File: src/rtl/muldiv_pkg.sv
// Shared types and constants for the HI/LO multiply-divide unit.
// The MADD/MSUB op codes are only decoded when MULDIV_MADD_EN is defined.
package muldiv_pkg;

  localparam int unsigned XLEN = 32;
  localparam logic [XLEN-1:0] DIV_BY_ZERO_LO = 32'hFFFF_FFFF;

  // MADDU/MSUBU share the MADD/MSUB codes; the separate op_unsigned qualifier
  // (present only with MULDIV_MADD_EN) set to OP_UNSIGNED selects them.
  localparam logic OP_UNSIGNED = 1'b1;

  typedef enum logic [2:0] {
    OpMult  = 3'd0,
    OpMultu = 3'd1,
    OpDiv   = 3'd2,
    OpDivu  = 3'd3,
    OpMthi  = 3'd4,
    OpMtlo  = 3'd5,
    OpMadd  = 3'd6,
    OpMsub  = 3'd7
  } op_t;

  typedef enum logic [1:0] {
    StIdle,
    StDivIter,
    StDivFix
  } state_t;

  // Two's-complement magnitude when the operand is treated as signed.
  function automatic logic [XLEN-1:0] abs_val(input logic [XLEN-1:0] v, input logic sgn);
    return (sgn && v[XLEN-1]) ? -v : v;
  endfunction

endpackage

File: src/rtl/mips_divider_core.sv
// Iterative restoring divider on unsigned magnitudes, DIV_STEPS quotient bits per step.
// Divisor 0 naturally yields an all-ones quotient and remainder == dividend.
module mips_divider_core
  import muldiv_pkg::*;
#(
  parameter int unsigned DIV_STEPS = 1
) (
  input  logic            clk,
  input  logic            reset,
  input  logic            load,
  input  logic            step,
  input  logic [XLEN-1:0] dividend,
  input  logic [XLEN-1:0] divisor,
  output logic [XLEN-1:0] quotient,
  output logic [XLEN-1:0] remainder,
  output logic            last
);

  localparam int unsigned Iters = XLEN / DIV_STEPS;
  localparam int unsigned CntW  = $clog2(Iters);

  logic [XLEN-1:0] rem_q, quo_q, div_q;
  logic [XLEN-1:0] rem_d, quo_d;
  logic [CntW-1:0] count_q;
  logic [XLEN:0]   shifted, diff;

  // quo_q starts as the dividend and is shifted out MSB-first as quotient bits shift in.
  always_comb begin
    rem_d   = rem_q;
    quo_d   = quo_q;
    shifted = '0;
    diff    = '0;
    for (int i = 0; i < int'(DIV_STEPS); i++) begin
      shifted = {rem_d, quo_d[XLEN-1]};
      diff    = shifted - {1'b0, div_q};
      rem_d   = diff[XLEN] ? shifted[XLEN-1:0] : diff[XLEN-1:0];
      quo_d   = {quo_d[XLEN-2:0], ~diff[XLEN]};
    end
  end

  always_ff @(posedge clk) begin
    if (!reset) begin
      rem_q   <= '0;
      quo_q   <= '0;
      div_q   <= '0;
      count_q <= '0;
    end else if (load) begin
      rem_q   <= '0;
      quo_q   <= dividend;
      div_q   <= divisor;
      count_q <= '0;
    end else if (step) begin
      rem_q   <= rem_d;
      quo_q   <= quo_d;
      count_q <= count_q + 1'b1;
    end
  end

  assign quotient  = quo_q;
  assign remainder = rem_q;
  assign last      = (count_q == CntW'(Iters - 1));

endmodule

File: src/rtl/mips_muldiv_unit.sv
// HI/LO multiply-divide unit: single-cycle multiply, iterative divide, MTHI/MTLO.
// Optional MULDIV_MADD_EN adds MADD/MADDU/MSUB/MSUBU accumulate ops.
module mips_muldiv_unit
  import muldiv_pkg::*;
#(
  parameter int unsigned DIV_STEPS = 1
) (
  input  logic            clk,
  input  logic            reset,
  input  logic            start,
`ifdef MULDIV_MADD_EN
  input  logic            op_unsigned,
`endif
  input  logic [2:0]      op,
  input  logic [XLEN-1:0] a,
  input  logic [XLEN-1:0] b,
  output logic            busy,
  output logic            done,
  output logic [XLEN-1:0] hi,
  output logic [XLEN-1:0] lo
);

  state_t            state_q, state_d;
  logic [XLEN-1:0]   hi_q, hi_d, lo_q, lo_d;
  logic              done_q, done_d;
  logic              dbz_q, dbz_d, q_neg_q, q_neg_d, r_neg_q, r_neg_d;
  logic              mul_signed, div_signed, div_load, div_step, div_last;
  logic [2*XLEN-1:0] a_ext, b_ext, prod;
  logic [XLEN-1:0]   quo, rem;
  op_t               op_dec;

  assign op_dec     = op_t'(op);
  assign div_signed = (op_dec == OpDiv);

  always_comb begin
    mul_signed = (op_dec == OpMult);
`ifdef MULDIV_MADD_EN
    if ((op_dec == OpMadd || op_dec == OpMsub) && op_unsigned != OP_UNSIGNED) mul_signed = 1'b1;
`endif
  end

  // One 64x64 multiplier truncated to 64 bits serves both signed and unsigned forms.
  assign a_ext = {{XLEN{mul_signed & a[XLEN-1]}}, a};
  assign b_ext = {{XLEN{mul_signed & b[XLEN-1]}}, b};
  assign prod  = a_ext * b_ext;

  mips_divider_core #(
    .DIV_STEPS(DIV_STEPS)
  ) u_div (
    .clk       (clk),
    .reset     (reset),
    .load      (div_load),
    .step      (div_step),
    .dividend  (abs_val(a, div_signed)),
    .divisor   (abs_val(b, div_signed)),
    .quotient  (quo),
    .remainder (rem),
    .last      (div_last)
  );

  always_comb begin
    state_d  = state_q;
    hi_d     = hi_q;
    lo_d     = lo_q;
    done_d   = 1'b0;
    dbz_d    = dbz_q;
    q_neg_d  = q_neg_q;
    r_neg_d  = r_neg_q;
    div_load = 1'b0;
    div_step = 1'b0;
    case (state_q)
      StIdle: begin
        if (start) begin
          case (op_dec)
            OpMthi: hi_d = a;
            OpMtlo: lo_d = a;
            OpMult, OpMultu: begin
              {hi_d, lo_d} = prod;
              done_d       = 1'b1;
            end
            OpDiv, OpDivu: begin
              div_load = 1'b1;
              dbz_d    = (b == '0);
              q_neg_d  = div_signed & (a[XLEN-1] ^ b[XLEN-1]);
              r_neg_d  = div_signed & a[XLEN-1];
              state_d  = StDivIter;
            end
`ifdef MULDIV_MADD_EN
            OpMadd: begin
              {hi_d, lo_d} = {hi_q, lo_q} + prod;
              done_d       = 1'b1;
            end
            OpMsub: begin
              {hi_d, lo_d} = {hi_q, lo_q} - prod;
              done_d       = 1'b1;
            end
`endif
            default: ;
          endcase
        end
      end
      StDivIter: begin
        div_step = 1'b1;
        if (div_last) state_d = StDivFix;
      end
      StDivFix: begin
        // Remainder fixup alone restores hi=a on divide-by-zero.
        hi_d    = r_neg_q ? -rem : rem;
        lo_d    = dbz_q ? DIV_BY_ZERO_LO : (q_neg_q ? -quo : quo);
        done_d  = 1'b1;
        state_d = StIdle;
      end
      default: state_d = StIdle;
    endcase
  end

  always_ff @(posedge clk) begin
    if (!reset) begin
      state_q <= StIdle;
      hi_q    <= '0;
      lo_q    <= '0;
      done_q  <= 1'b0;
      dbz_q   <= 1'b0;
      q_neg_q <= 1'b0;
      r_neg_q <= 1'b0;
    end else begin
      state_q <= state_d;
      hi_q    <= hi_d;
      lo_q    <= lo_d;
      done_q  <= done_d;
      dbz_q   <= dbz_d;
      q_neg_q <= q_neg_d;
      r_neg_q <= r_neg_d;
    end
  end

  assign busy = (state_q != StIdle);
  assign done = done_q;
  assign hi   = hi_q;
  assign lo   = lo_q;

endmodule

File: config.mk
export PLATFORM = sky130hd
export DESIGN_NAME = mips_muldiv_unit
export DESIGN_NICKNAME = d
export VERILOG_FILES = /design/src/rtl/muldiv_pkg.sv /design/src/rtl/mips_divider_core.sv /design/src/rtl/mips_muldiv_unit.sv
export SDC_FILE = /design/constraint.sdc
export NUM_CORES = 2
export LEC_CHECK = 0
export CAP_MARGIN = 20
export CELL_PAD_IN_SITES_DETAIL_PLACEMENT = 0
export CELL_PAD_IN_SITES_GLOBAL_PLACEMENT = 2
export CORE_AREA = 8 8 359 361
export CTS_BUF_LIST = sky130_fd_sc_hd__clkbuf_2
export DETAILED_ROUTE_END_ITERATION = 16
export DIE_AREA = 0 0 367 369
export HOLD_SLACK_MARGIN = 0.05
export PLACE_DENSITY = 0.87
export RECOVER_POWER = 25
export SLEW_MARGIN = 20
export SYNTH_ARGS = -nofsm -noshare
export SYNTH_HDL_FRONTEND = slang
export SYNTH_SLANG_ARGS = --single-unit
File: constraint.sdc
create_clock -name clk -period 12 [get_ports clk]
set_input_delay 2.4 -clock clk [delete_from_list [all_inputs] [get_ports clk]]
set_output_delay 2.4 -clock clk [all_outputs]
set_load 0.01 [all_outputs]
* Word level (Yosys, flattened, before mapping)
Cells that the tools add are included.
** Word-level totals
- Register bits after elaboration :: 171
- Bits of input ports :: 70
- Output and inout bits :: 66
- Word-level logic and storage cells :: 78
** Cells by class
- Add/subtract/negate cells :: 6
- Multiply operators :: 1
- Eq/ne operators :: 13
- Mux-type cells :: 25
- Bitwise gates (word level) :: 7
- Reductions and logical operators :: 15
** Operator list (count)
- 2-to-1 mux 32 bit :: 10
- one-hot mux 32 bit (2 select lines) :: 4
- negator 32 bit :: 4
- multiplier 33 x 33 -> 64 bit :: 1
- subtractor 33 x 32 -> 33 bit :: 1
- zero test 32 bit :: 1
- AND reduction 3 bit :: 4
- equality test 3 x 2 -> 1 bit, second input constant :: 2
- equality test 3 bit, second input constant :: 2
- 2-to-1 mux 1 bit :: 6
- 2-to-1 mux 2 bit :: 3
- != test 3 x 1 -> 1 bit, second input constant :: 2
- nonzero test 2 bit :: 3
- OR reduction 2 bit :: 3
- adder 5 x 1 -> 5 bit, second input constant :: 1
- equality test 5 bit, second input constant :: 1
- AND 1 bit :: 4
- != test 2 bit, second input constant :: 2
- one-hot mux 2 bit (2 select lines) :: 1
- equality test 3 x 1 -> 1 bit, second input constant :: 1
- zero test 3 bit :: 1
- equality test 2 x 1 -> 1 bit, second input constant :: 1
- equality test 2 bit, second input constant :: 1
- logical AND 1 bit :: 2
- other kinds (5) :: 6

* Depth between registers and ports, before layout
- Word-level depth :: 6
- Mapped depth :: 33
- Gate-level depth less buffers :: 30

* Hierarchy
A second synthesis with hierarchy kept.
** Second synthesis, totals
- Cells, all modules :: 5781
- Area, all modules :: 50133.1 um^2
** Modules (own cells, without submodules)
- mips_muldiv_unit :: instances 1, cells each 5108, area an instance 44156.1 um^2, sequential area each 1401.3 um^2
- mips_divider_core :: instances 1, cells each 673, area an instance 5977.0 um^2, sequential area each 2021.9 um^2

* Worst setup path before layout
OpenSTA, ideal clock, no wires.
- Path type :: input -> register
- Start :: in op[1]
- End :: reg hi_q[23], in the netlist hi[23]
- Library setup time :: 0.127 ns
- Arrival time :: 10.377 ns
- Required time :: 11.873 ns
- Path slack :: 1.496 ns
- Cell stages on the path :: 28
- Cell sequence :: or2_2 nor2_1 clkbuf_1 and2_1 clkbuf_1 nand2_1 inv_1 fa_1 fa_1 fa_1 fa_1 inv_1 fa_1 inv_1 fa_1 inv_1 fa_1 fa_1 inv_1 ha_1 clkbuf_1 and3_1 a311o_1 a211oi_1 o31a_1 a21boi_1 nor4b_1 or3_1
** On the way
- Word-level cells in the longest chain between the ends :: 6
- Elaborated cells on any way between the ends :: 12
- Those cells by class :: mul: 1; eq/ne: 3; mux: 3; bitwise: 2; reduce/logical: 3
** Ends and longest elaborated chain
- from (decl) :: line mips_muldiv_unit.sv:14 : input logic [2:0] op,
- zero test 3 bit :: line mips_muldiv_unit.sv:36, mips_muldiv_unit.sv:74
- AND 1 bit, on equally long branches :: line mips_muldiv_unit.sv:43, mips_muldiv_unit.sv:44
- multiplier 33 x 33 -> 64 bit :: line mips_muldiv_unit.sv:45 : assign prod = a_ext * b_ext;
- one-hot mux 32 bit (2 select lines) :: line mips_muldiv_unit.sv:74 : case (op_dec)
- 2-to-1 mux 32 bit :: line mips_muldiv_unit.sv:73 : if (start) begin
- one-hot mux 32 bit (2 select lines) :: line mips_muldiv_unit.sv:71 : case (state_q)
- to (signal assigned) :: line mips_muldiv_unit.sv:128 : hi_q <= hi_d;
- to (decl) :: line mips_muldiv_unit.sv:24 : logic [XLEN-1:0] hi_q, hi_d, lo_q, lo_d;
Parallel ways exist; a longest one is shown, timed or not. The select of a mux whose other input is x is not followed.
A chain may end at the register's enable or synchronous reset.

* Worst setup path in the final report
Ends and elaborated chain as after synthesis.

==> results.py <==
metrics = {
    "sta": {
        "clock.fmax_mhz": 93.4,
        "fin_skew_ns": 0.0396,
        "hold_viol": 0,
        "relSlewSlack_pct": -145,
        "min_period_ns": 10.71,
        "finalSetupViolations": 0,
        "fin_crit_sh_pct": 89.2,
        "fin_tns_setup_ns": 0,
        "finalMaxSlewViolations": 136,
        "rsz0062_at_grt": "false",
        "layout_setup_ws_ns": 1.29,
        "tightest_slew_ns": 3.68,
    },
    "yosys": {
        "synth_edf_count": 0,
        "ys_seq_area_share_pct": 6.84,
        "synth.distinct_cells": 76,
        "synth-async-reset-ratio_pct": 0,
        "syn-mean-instance-area_um2": 8.58,
        "syn-cell-area_um2": 50000,
        "synth_top_area_cell": "fa_1",
        "synth_top_cells_by_area": "fa_1 (45%), inv_1 (8.9%), nand2_1 (7.6%)",
        "synth_seq_cells": 171,
        "yosysTopAreaCellShare_pct": 45.0,
        "syn_inst": 5831,
        "yosys_warnings": 0,
        "ys.flop_type": "dfxtp_1",
        "syn-num-nets": 7278,
    },
    "critical_path": {
        "critPathCaptureType": "flop",
        "cp_max_fo": 12,
        "cp_slowest_stage_delay_ns": 0.54,
        "worstSetupPathType": "input port to flop",
        "critPathCapture": "hi[23]",
        "startpoint_type": "input port",
        "rrSetupSlack_ns": 7.10,
        "worstPathArrival_ns": 11.55,
        "crit_path_frequent_cell": "fa_1",
        "rr_startpoint": "u_div.remainder[0]",
        "rr_worst_depth": 13,
        "cp-startpoint": "op[1]",
        "crit_slowest_cell": "fa_1",
        "crit_required_ns": 12.84,
        "reg2reg_to": "u_div.remainder[25]",
    },
    "run": {
        "maxCapViolCount": 2,
    },
    "clock_network": {
        "numCtsBuffers": 17,
        "cts_resized": 0,
        "cts.htree.levels": 4,
        "cts_setup_buffers": 0,
        "clk_pin_slew_ns": 0.30,
        "root_buffer": "clkbuf_2",
        "cts_tree": "done",
        "clk_latency_ns": 0.90,
        "clockBufferDepth": 2,
        "clock_sinks": 171,
        "holdBufCountCts": 0,
    },
    "drt": {
        "drt-total-wl_um": 164000,
        "viasPerCell": 5.35,
        "remaining_drc_errors": 0,
        "via_count": 39400,
        "drt_first_pass_iters": 6,
        "drt_iter0_markers": 3066,
        "wl_per_cell_um": 22.2,
        "postRouteAntennaNets": 0,
    },
    "placed_design": {
        "dpl.cell_count": 7328,
        "gp_congestion": 0.925,
        "dpl_worst_slack_ns": 0.339,
        "io_buffers": 135,
        "hpwl_um": 133000,
        "place_area_um2": 52700,
    },
    "floorplanning": {
        "core_um2": 123000,
        "row_count": 129,
        "dieArea_um2": 135000,
        "initial_core_util_pct": 40.7,
        "io_pins": 136,
        "fp.dieW_um": 367,
        "die_y_um": 369,
    },
    "finish": {
        "nets": 7158,
        "finalInstanceArea_um2": 52900,
        "final_common_cell": "inv_1",
        "drive_gt1_share_pct": 4.05,
        "final_cell_mix": "inv_1 (1,183), fa_1 (1,125), nand2_1 (1,008)",
        "nFillCells": 12400,
        "fin_cells": 7374,
        "syn2layout_area_growth_pct": 5.78,
    },
    "grt": {
        "grt_pass1_vias": 41700,
        "grt_pass1_wl_um": 258000,
        "antenna_found_initial": 21,
        "grt-ovfl-total": 0,
        "grt_use_total_pct": 24.4,
        "grt_max_degree": 76,
    },
    "outcome": {
        "status": "complete, but fails checks",
        "failed_checks": "max-capacitance violations, max-slew violations",
    },
    "hold_path": {
        "min_path_type": "flop to flop",
    },
}
==> final cells by class <==
| cell class | instances | area, µm² | share of cell area (%) |
|---|---|---|---|
| Tap cell | 1637 | 2050 | 3.87 |
| Clock buffer | 18 | 90.1 | 0.170 |
| Clock inverter | 14 | 121 | 0.229 |
| Sequential cell | 171 | 3420 | 6.47 |
| Inverter | 1183 | 4440 | 8.39 |
| Multi-Input combinational cell | 4092 | 40800 | 77.0 |
| Antenna cell | 13 | 32.5 | 0.0614 |
| Timing Repair Buffer | 246 | 2010 | 3.80 |
==> routing by layer <==
layer	GRT usage, %	share of wire, %
met4	6.46	3.0
met5	0	0
met3	2.60	5.5
met1	33.1	43
met2	41.6	48
==> state kept, by name (all words and copies together), names as in the netlist, 2 cells and up <==
register	count
u_div.remainder	32
u_div.div_q	32
hi	32
u_div.count_q	5
lo	32
u_div.quotient	32
state_q	2
==> worst min path at each step <==
stage	start	end	slack, ns	depth (start not counted)
6_report	lo[26]	lo[26]	0.47	2
4_1_cts	lo[26]	lo[26]	0.47	2
5_1_grt	lo[25]	lo[25]	0.50	2
3_5_place_dp	lo[26]	lo[26]	0.45	2
3_3_place_gp	lo[25]	lo[25]	0.44	2
2_1_floorplan	u_div.count_q[4]	u_div.count_q[4]	0.44	2
==> kinds of logic (layout without fill, tap and decap cells) <==
logic type | Yosys count | in the layout | share of synthesized area [%]
flip-flops | 171 | 171 | 6.84
XOR/XNOR | 209 | 209 | 3.66
AO/OA/AOI/OAI | 709 | 709 | 9.55
adder cells (fa/ha/maj) | 1377 | 1377 | 51.3
buffers and inverters | 1568 | 1461 | 11.8
AND/OR/NAND/NOR | 1765 | 1765 | 16.2
multiplexers | 32 | 32 | 0.643
other | 0 | 13 | 0
==> stage by stage <==
| step | utilization [%] | hold slack [ns] |
|---|---|---|
| 3_5_place_dp | 42.8 | 0.447 |
| 2_1_floorplan | - | 0.441 |
| 3_3_place_gp | 42.8 | 0.443 |
| 6_report | 43.0 | 0.470 |
| 5_1_grt | 43.0 | 0.498 |
| 4_1_cts | 43.0 | 0.474 |
==> synth_stat cells (all sizes together) (39+ instances only) <==
master / count
nor2: 143
clkbuf: 323
xor2: 89
and3: 39
and2: 298
inv: 1183
o21ai: 145
dfxtp: 171
buf: 62
a21o: 53
xnor2: 120
a21oi: 186
ha: 251
fa: 1126
nand3: 71
o211a: 59
nand2: 1008
==> worst max-delay path: cells and delay by family <==
kind / cells / cell delay, ns
AO/OA/AOI/OAI: 4 / 1.15
adder cells (fa/ha/maj): 9 / 4.29
buffers and inverters: 10 / 1.95
AND/OR/NAND/NOR: 7 / 1.76
Power is left out: the tool's default activity adds up to more than one toggle a clock period on the data nets, which glitch-free logic cannot reach.
